## config.mk

```make
export PLATFORM = sky130hd
export DESIGN_NAME = mips_fetch_unit_flat
export DESIGN_NICKNAME = d
export VERILOG_FILES = /design/src/rtl/mips_fetch_unit_pkg.sv /design/src/rtl/mips_fetch_unit_if.sv /design/src/rtl/mips_fetch_unit_fifo.sv /design/src/rtl/mips_fetch_unit.sv /design/src/flat_wrapper.sv
export SDC_FILE = /design/constraint.sdc
export NUM_CORES = 1
export LEC_CHECK = 0
export ABC_AREA = 1
export BUFFER_PORTS_ARGS = -buffer_cell sky130_fd_sc_hd__buf_2
export CORE_ASPECT_RATIO = 0.8
export CORE_MARGIN = 3
export CORE_UTILIZATION = 50
export CTS_CLUSTER_DIAMETER = 120
export DETAILED_ROUTE_END_ITERATION = 12
export PLACE_DENSITY = 0.74
export SLEW_MARGIN = 10
export SYNTH_ARGS = -nofsm -noshare
export SYNTH_HDL_FRONTEND = slang
export SYNTH_SLANG_ARGS = --single-unit
```

## constraint.sdc

```tcl
create_clock -name clk -period 8.75 [get_ports clk]
set_clock_uncertainty 0.05 [all_clocks]
set_input_delay 0.875 -clock clk [delete_from_list [all_inputs] [get_ports clk]]
set_output_delay 0.875 -clock clk [all_outputs]
set_load 0.03 [all_outputs]
```

## src/rtl/mips_fetch_unit_pkg.sv

```systemverilog
// Shared definitions for the instruction fetch stage: memory access codes and FSM states.
package mips_fetch_unit_pkg;

  typedef logic [31:0] word_t;

  localparam logic [1:0] ACCESS_WORD    = 2'b00;
  localparam logic [1:0] ACCESS_BURST4  = 2'b01;
  localparam logic [1:0] ACCESS_BURST8  = 2'b10;
  localparam logic [1:0] ACCESS_BURST16 = 2'b11;

  localparam logic MEM_READ  = 1'b0;
  localparam logic MEM_WRITE = 1'b1;

  typedef enum logic [1:0] {
    ST_IDLE = 2'b00,
    ST_REQ  = 2'b01,
    ST_WAIT = 2'b10
  } fetch_state_t;

endpackage

```

## src/rtl/mips_fetch_unit_if.sv

```systemverilog
// Fetch-stage bus: memory burst port, redirect input and decode valid/ready stream.
interface mips_fetch_unit_if;
  import mips_fetch_unit_pkg::*;

  word_t      mem_addr;
  logic       mem_enable;
  logic       mem_rw;
  logic [1:0] mem_access_size;
  word_t      mem_dout;
  logic       mem_busy;
  logic       redirect;
  word_t      redirect_pc;
  logic       inst_valid;
  word_t      inst;
  word_t      inst_pc;
  logic       inst_ready;

  modport master (
    output mem_addr, mem_enable, mem_rw, mem_access_size, inst_valid, inst, inst_pc,
    input  mem_dout, mem_busy, redirect, redirect_pc, inst_ready
  );

  modport slave (
    input  mem_addr, mem_enable, mem_rw, mem_access_size, inst_valid, inst, inst_pc,
    output mem_dout, mem_busy, redirect, redirect_pc, inst_ready
  );

endinterface

```

## src/rtl/mips_fetch_unit_fifo.sv

```systemverilog
// Synchronous instruction buffer of {pc,inst} entries with flush and occupancy count.
module mips_fetch_unit_fifo #(
  parameter int DATA_W = 64,
  parameter int DEPTH  = 16
) (
  input  logic                       clk,
  input  logic                       rst_b,
  input  logic                       flush,
  input  logic                       push,
  input  logic [DATA_W-1:0]          wdata,
  input  logic                       pop,
  output logic [DATA_W-1:0]          rdata,
  output logic [$clog2(DEPTH):0]     count,
  output logic                       valid
);

  localparam int PTR_W = $clog2(DEPTH);
  localparam int CNT_W = PTR_W + 1;

  logic [DATA_W-1:0] mem_q [DEPTH];
  logic [PTR_W-1:0]  rd_ptr;
  logic [PTR_W-1:0]  wr_ptr;

  always_ff @(posedge clk) begin
    if (push) mem_q[wr_ptr] <= wdata;
  end

  // Flush wins over a same-cycle push or pop.
  always_ff @(posedge clk or negedge rst_b) begin
    if (!rst_b) begin
      rd_ptr <= '0;
      wr_ptr <= '0;
      count  <= '0;
    end else if (flush) begin
      rd_ptr <= '0;
      wr_ptr <= '0;
      count  <= '0;
    end else begin
      if (push) wr_ptr <= wr_ptr + 1'b1;
      if (pop)  rd_ptr <= rd_ptr + 1'b1;
      count <= count + CNT_W'(push) - CNT_W'(pop);
    end
  end

  assign valid = (count != '0);
  assign rdata = valid ? mem_q[rd_ptr] : '0;

endmodule

```

## src/rtl/mips_fetch_unit.sv

```systemverilog
// Instruction fetch: 8-word read bursts from fetch_pc into a 16-entry buffer for decode.
// Optional FETCH_STATS_EN adds burst/redirect/stall counters.
module mips_fetch_unit
  import mips_fetch_unit_pkg::*;
#(
  parameter logic [31:0] START_ADDR = 32'h8002_0000,
  parameter int          FIFO_DEPTH = 16,
  parameter int          BURST_LEN  = 8
) (
  input  logic                    clk,
  input  logic                    rst_b,
  mips_fetch_unit_if.master       bus
`ifdef FETCH_STATS_EN
  ,
  output logic [31:0]             stat_bursts,
  output logic [31:0]             stat_redirects,
  output logic [31:0]             stat_stall_cycles
`endif
);

  localparam int          BEAT_W      = $clog2(BURST_LEN);
  localparam int          CNT_W       = $clog2(FIFO_DEPTH) + 1;
  localparam logic [31:0] BURST_BYTES = 32'(BURST_LEN * 4);
  localparam logic [CNT_W-1:0] CREDIT_MAX = CNT_W'(FIFO_DEPTH - BURST_LEN);

  fetch_state_t      state;
  word_t             fetch_pc;
  word_t             mem_addr_q;
  logic              mem_enable_q;
  logic [BEAT_W-1:0] beat_cnt;
  logic [BEAT_W-1:0] skip_beats;
  logic              stale;
  logic              rtn_vld_p1;
  logic [BEAT_W-1:0] rtn_beat_p1;
  word_t             rtn_pc;
  logic              start_burst;
  logic              push;
  logic              pop;
  logic [63:0]       fifo_rdata;
  logic [CNT_W-1:0]  fifo_count;
  logic              fifo_valid;

  // Credit: the buffer must have room for a whole burst; no words are in flight in IDLE.
  assign start_burst = (state == ST_IDLE) & ~bus.mem_busy & ~bus.redirect &
                       (fifo_count <= CREDIT_MAX);

  always_ff @(posedge clk or negedge rst_b) begin
    if (!rst_b) begin
      state        <= ST_IDLE;
      mem_enable_q <= 1'b0;
      mem_addr_q   <= START_ADDR;
      fetch_pc     <= START_ADDR;
      beat_cnt     <= '0;
      skip_beats   <= '0;
      stale        <= 1'b0;
      rtn_vld_p1   <= 1'b0;
    end else begin
      rtn_vld_p1 <= mem_enable_q;
      if (bus.redirect) fetch_pc <= bus.redirect_pc & ~32'h3;
      unique case (state)
        ST_IDLE: begin
          if (start_burst) begin
            state        <= ST_REQ;
            mem_enable_q <= 1'b1;
            mem_addr_q   <= fetch_pc & ~(BURST_BYTES - 32'd1);
            skip_beats   <= BEAT_W'((fetch_pc & (BURST_BYTES - 32'd1)) >> 2);
            beat_cnt     <= '0;
          end
        end
        ST_REQ: begin
          beat_cnt <= beat_cnt + 1'b1;
          if (bus.redirect) stale <= 1'b1;
          if (beat_cnt == BEAT_W'(BURST_LEN - 1)) begin
            state        <= ST_WAIT;
            mem_enable_q <= 1'b0;
            // A redirected burst must not overwrite the redirect target.
            if (!stale && !bus.redirect) fetch_pc <= mem_addr_q + BURST_BYTES;
          end
        end
        ST_WAIT: begin
          if (!bus.mem_busy) begin
            state <= ST_IDLE;
            stale <= 1'b0;
          end else if (bus.redirect) begin
            stale <= 1'b1;
          end
        end
        default: state <= ST_IDLE;
      endcase
    end
  end

  // Return stage: word for beat k arrives one cycle after its enable.
  always_ff @(posedge clk) begin
    rtn_beat_p1 <= beat_cnt;
  end

  assign rtn_pc = mem_addr_q | (32'(rtn_beat_p1) << 2);
  assign push   = rtn_vld_p1 & ~stale & ~bus.redirect & (rtn_beat_p1 >= skip_beats);
  assign pop    = fifo_valid & bus.inst_ready;

  mips_fetch_unit_fifo #(
    .DATA_W (64),
    .DEPTH  (FIFO_DEPTH)
  ) u_fifo (
    .clk   (clk),
    .rst_b (rst_b),
    .flush (bus.redirect),
    .push  (push),
    .wdata ({rtn_pc, bus.mem_dout}),
    .pop   (pop),
    .rdata (fifo_rdata),
    .count (fifo_count),
    .valid (fifo_valid)
  );

  assign bus.mem_addr        = mem_addr_q;
  assign bus.mem_enable      = mem_enable_q;
  assign bus.mem_rw          = MEM_READ;
  assign bus.mem_access_size = ACCESS_BURST8;
  assign bus.inst_valid      = fifo_valid;
  assign bus.inst_pc         = fifo_rdata[63:32];
  assign bus.inst            = fifo_rdata[31:0];

`ifdef FETCH_STATS_EN
  always_ff @(posedge clk or negedge rst_b) begin
    if (!rst_b) begin
      stat_bursts       <= '0;
      stat_redirects    <= '0;
      stat_stall_cycles <= '0;
    end else begin
      if (start_burst)                   stat_bursts       <= stat_bursts + 32'd1;
      if (bus.redirect)                  stat_redirects    <= stat_redirects + 32'd1;
      if (bus.inst_ready && !fifo_valid) stat_stall_cycles <= stat_stall_cycles + 32'd1;
    end
  end
`endif

endmodule
```

## src/flat_wrapper.sv

```systemverilog
// flat-port wrapper written by rule: the top's interface ports become plain ports
module mips_fetch_unit_flat import mips_fetch_unit_pkg::*;
#(
  parameter logic [31:0] START_ADDR = 32'h8002_0000,
  parameter int          FIFO_DEPTH = 16,
  parameter int          BURST_LEN  = 8
)
  (clk, rst_b, bus_mem_addr, bus_mem_enable, bus_mem_rw, bus_mem_access_size, bus_inst_valid, bus_inst, bus_inst_pc, bus_mem_dout, bus_mem_busy, bus_redirect, bus_redirect_pc, bus_inst_ready);
  mips_fetch_unit_if bus_i ();
  input  logic clk;
  input  logic rst_b;
  output wire logic [$bits(bus_i.mem_addr)-1:0] bus_mem_addr;
  output wire logic [$bits(bus_i.mem_enable)-1:0] bus_mem_enable;
  output wire logic [$bits(bus_i.mem_rw)-1:0] bus_mem_rw;
  output wire logic [$bits(bus_i.mem_access_size)-1:0] bus_mem_access_size;
  output wire logic [$bits(bus_i.inst_valid)-1:0] bus_inst_valid;
  output wire logic [$bits(bus_i.inst)-1:0] bus_inst;
  output wire logic [$bits(bus_i.inst_pc)-1:0] bus_inst_pc;
  input wire logic [$bits(bus_i.mem_dout)-1:0] bus_mem_dout;
  input wire logic [$bits(bus_i.mem_busy)-1:0] bus_mem_busy;
  input wire logic [$bits(bus_i.redirect)-1:0] bus_redirect;
  input wire logic [$bits(bus_i.redirect_pc)-1:0] bus_redirect_pc;
  input wire logic [$bits(bus_i.inst_ready)-1:0] bus_inst_ready;
  assign bus_mem_addr = bus_i.mem_addr;
  assign bus_mem_enable = bus_i.mem_enable;
  assign bus_mem_rw = bus_i.mem_rw;
  assign bus_mem_access_size = bus_i.mem_access_size;
  assign bus_inst_valid = bus_i.inst_valid;
  assign bus_inst = bus_i.inst;
  assign bus_inst_pc = bus_i.inst_pc;
  assign bus_i.mem_dout = bus_mem_dout;
  assign bus_i.mem_busy = bus_mem_busy;
  assign bus_i.redirect = bus_redirect;
  assign bus_i.redirect_pc = bus_redirect_pc;
  assign bus_i.inst_ready = bus_inst_ready;
  mips_fetch_unit #(.START_ADDR(START_ADDR), .FIFO_DEPTH(FIFO_DEPTH), .BURST_LEN(BURST_LEN)) u_core (.clk(clk), .rst_b(rst_b), .bus(bus_i));
endmodule
```

==> run metrics <==
EDFF count, synth=992; Initial Util=50.7%; vias in the first global route=29.6k; drt wl/cell=19.4 µm; I/O Pins=170; Area Overhead vs Synth=10.8%; CP startpoint kind=flip-flop; row count=99; Mapped Avg Cell Area=10.4 µm²; WS Path Type=reg2out; GRT Residual Overflow=0; pre-CTS setup slack=4.25 ns; CP arrival=4.31 ns; Netlist cell types=31; H-tree Lvls=3; largest net degree at the start of global routing=223; Fin Hold WS=0.339 ns; worst hold path class=in2async; Max Transition Viols Final=0; CP Max Fanout=222; top-count cell post-synth=nand2_1; Max-cap violations=0; post-route setup slack=3.51 ns; gr usage total=23.2%; TritonRoute pass-1 iters=5; Die Wd=347 µm; first-pass GRT wire length=172000 µm; area of the multi-input gates=11300 µm²; Final Setup Violations=0; Leak Pwr=21.1 nW; outcome=completed; ys async rst share=7.53%; Final ANT Viol Nets=0; Residual DRC=0; Critical Path RT=7.83 ns; clock buffer count from CTS=104; Core ar.=91500 µm²; Setup Buffers After CTS=0; WL final=114000 µm; area share of the largest cell type after synthesis=64.2%; die area=96500 µm²; nets@finish=4645; Die Y=278 µm; Top FF cell, synth=edfxtp_1; Final Hold Viols=0; #FFs+latches synth=1076; Max clock buf depth=3; GP Congestion=0.808; setup TNS=0 ns; Yosys warning count=0; top cells by area, synth=edfxtp_1 (64%), nand2_1 (12%), nand3_1 (7.1%); crit end category=output pin; vias=31.5k; DR vias/cell=5.38; Reg area=31900 µm²; Yosys top cell by area=edfxtp_1; top post-synthesis cells by count=nand2_1 (1426), edfxtp_1 (992), nand3_1 (656); Slew headroom=14.2%; clk_lat worst skew=0.68 ns; total power=14.0 mW; maximum VDD drop=0.218 mV; Reg clk slew, reported paths=0.07 ns; clock sinks=1076; Starting DRT DRC Count=3453; worst-margin pin slew=1.29 ns; minimum clock period=5.24 ns; Final period util=59.9%; Max Clk Rate=191 MHz; dpl hpwl=55600 µm; fraction of layout cells with a size suffix above 1=8.15%; post-CTS sizing=0; hold_buf cts=0; CTS tree=done; register area share after synthesis=68.7%; FILL cells=7401; Mapped Area=46400 µm²; initial antenna violation count=5; RSZ-0062 raised after global routing=false; cells after synthesis=4477; Port Buffer Count=157; Root Driver=clkbuf_16; Pwr per Cell Area=273 nW/µm²
cell usage in the layout, fill, tap and decap left out, drive strengths merged:
master,count
or2,6
a31o,1
dfxtp,3
fa,1
bufinv,7
a21oi,73
diode,3
o21ai,151
ha,22
edfxtp,992
clkinv,53
conb,10
inv,596
clkinvlp,1
dfrtp,77
o21bai,2
nand2,1427
buf,202
nand3b,7
dfstp,4
clkbuf,131
nand4,10
a31oi,2
xor2,11
nand3,656
nor2,189
xnor2,1
o211ai,5
stage by stage:
step | util [%] | cell area (µm²) | std cells
after floorplan | - | 46400 | 4485
after global placement | 52.5 | 48100 | 5659
after detailed placement | 52.5 | 48100 | 5659
after CTS | 56.1 | 51400 | 5852
after global routing | 56.1 | 51400 | 5855
final | 56.1 | 51400 | 5855
worst max-delay path: stages, from the launching register on:
cell	delay, ns
dfrtp_4	0.60
inv_8	0.61
buf_12	0.64
nand2_1	0.11
nand2_1	0.10
nand2_1	0.05
nand3_1	0.12
nand3_1	0.09
a21oi_1	0.43
buf_2	0.30
routing by layer:
metal	track usage [%]	share of wire [%]
met4	7.62	2.9
met1	31.4	41
met3	3.91	7.7
met5	0	0.018
met2	38.4	49
path summary, 6_finish.rpt:
| check | start | endpoint | slack, ns | depth (start not counted) |
|---|---|---|---|---|
| setup reg to reg | u_core.rtn_beat_p1[0]$_DFF_P_ | u_core.u_fifo.mem_q[1][36]$_DFFE_PP_ | 4.50 | 9 |
| setup / recovery | u_core.u_fifo.rd_ptr[0]$_DFFE_PN0P_ | bus_inst_pc[21] | 3.51 | 9 |
| hold reg to reg | u_core.bus.mem_enable$_DFFE_PN0P_ | u_core.rtn_vld_p1$_DFF_PN0_ | 0.35 | 0 |
| min in group clk | u_core.bus.mem_enable$_DFFE_PN0P_ | u_core.rtn_vld_p1$_DFF_PN0_ | 0.35 | 0 |
| hold / removal | rst_b | u_core.fetch_pc[15]$_DFF_PN0_ | 0.34 | 1 |
| max in group asynchronous | rst_b | u_core.u_fifo.rd_ptr[0]$_DFFE_PN0P_ | 7.53 | 1 |
final cells by class:
cell class                 count  share of cell area [%]
clock buffer                 131                    5.35
sequential                  1076                    62.1
antenna                        3                  0.0146
tap                         1212                    2.95
inverter                     595                    4.39
timing repair buffer         202                    2.27
multi-input combinational   2574                    21.9
clock inverter                62                    1.01
power by group:
group          leakage, nW  internal (mW)  switching (mW)
Sequential            9.97           6.02           0.415
Combinational         9.56          0.869            2.40
Clock                 1.59           2.43            1.89
Total                 21.1           9.32            4.71
state kept, by name (all words and copies together) (netlist names):
signal / flops
u_core.bus.mem_enable: 1
u_core.skip_beats: 3
u_core.u_fifo.wr_ptr: 4
u_core.u_fifo.mem_q: 992
u_core.u_fifo.count: 5
u_core.beat_cnt: 3
u_core.state: 2
u_core.bus.mem_addr: 27
u_core.stale: 1
u_core.u_fifo.rd_ptr: 4
u_core.fetch_pc: 30
u_core.rtn_beat_p1: 3
u_core.rtn_vld_p1: 1
cell families (layout without fill, tap and decap cells):
family | after synthesis | count (layout) | synth area share (%)
other | 2 | 13 | 0.0162
AOI/OAI and AO/OA | 234 | 234 | 2.58
adders and majority gates | 23 | 23 | 0.637
and+or+nand+nor | 2295 | 2295 | 20.5
DFF | 1076 | 1076 | 68.7
xor gates and xnor gates | 12 | 12 | 0.227
buffers and inverters | 835 | 990 | 7.29
Power figures use the tool's default switching activity.
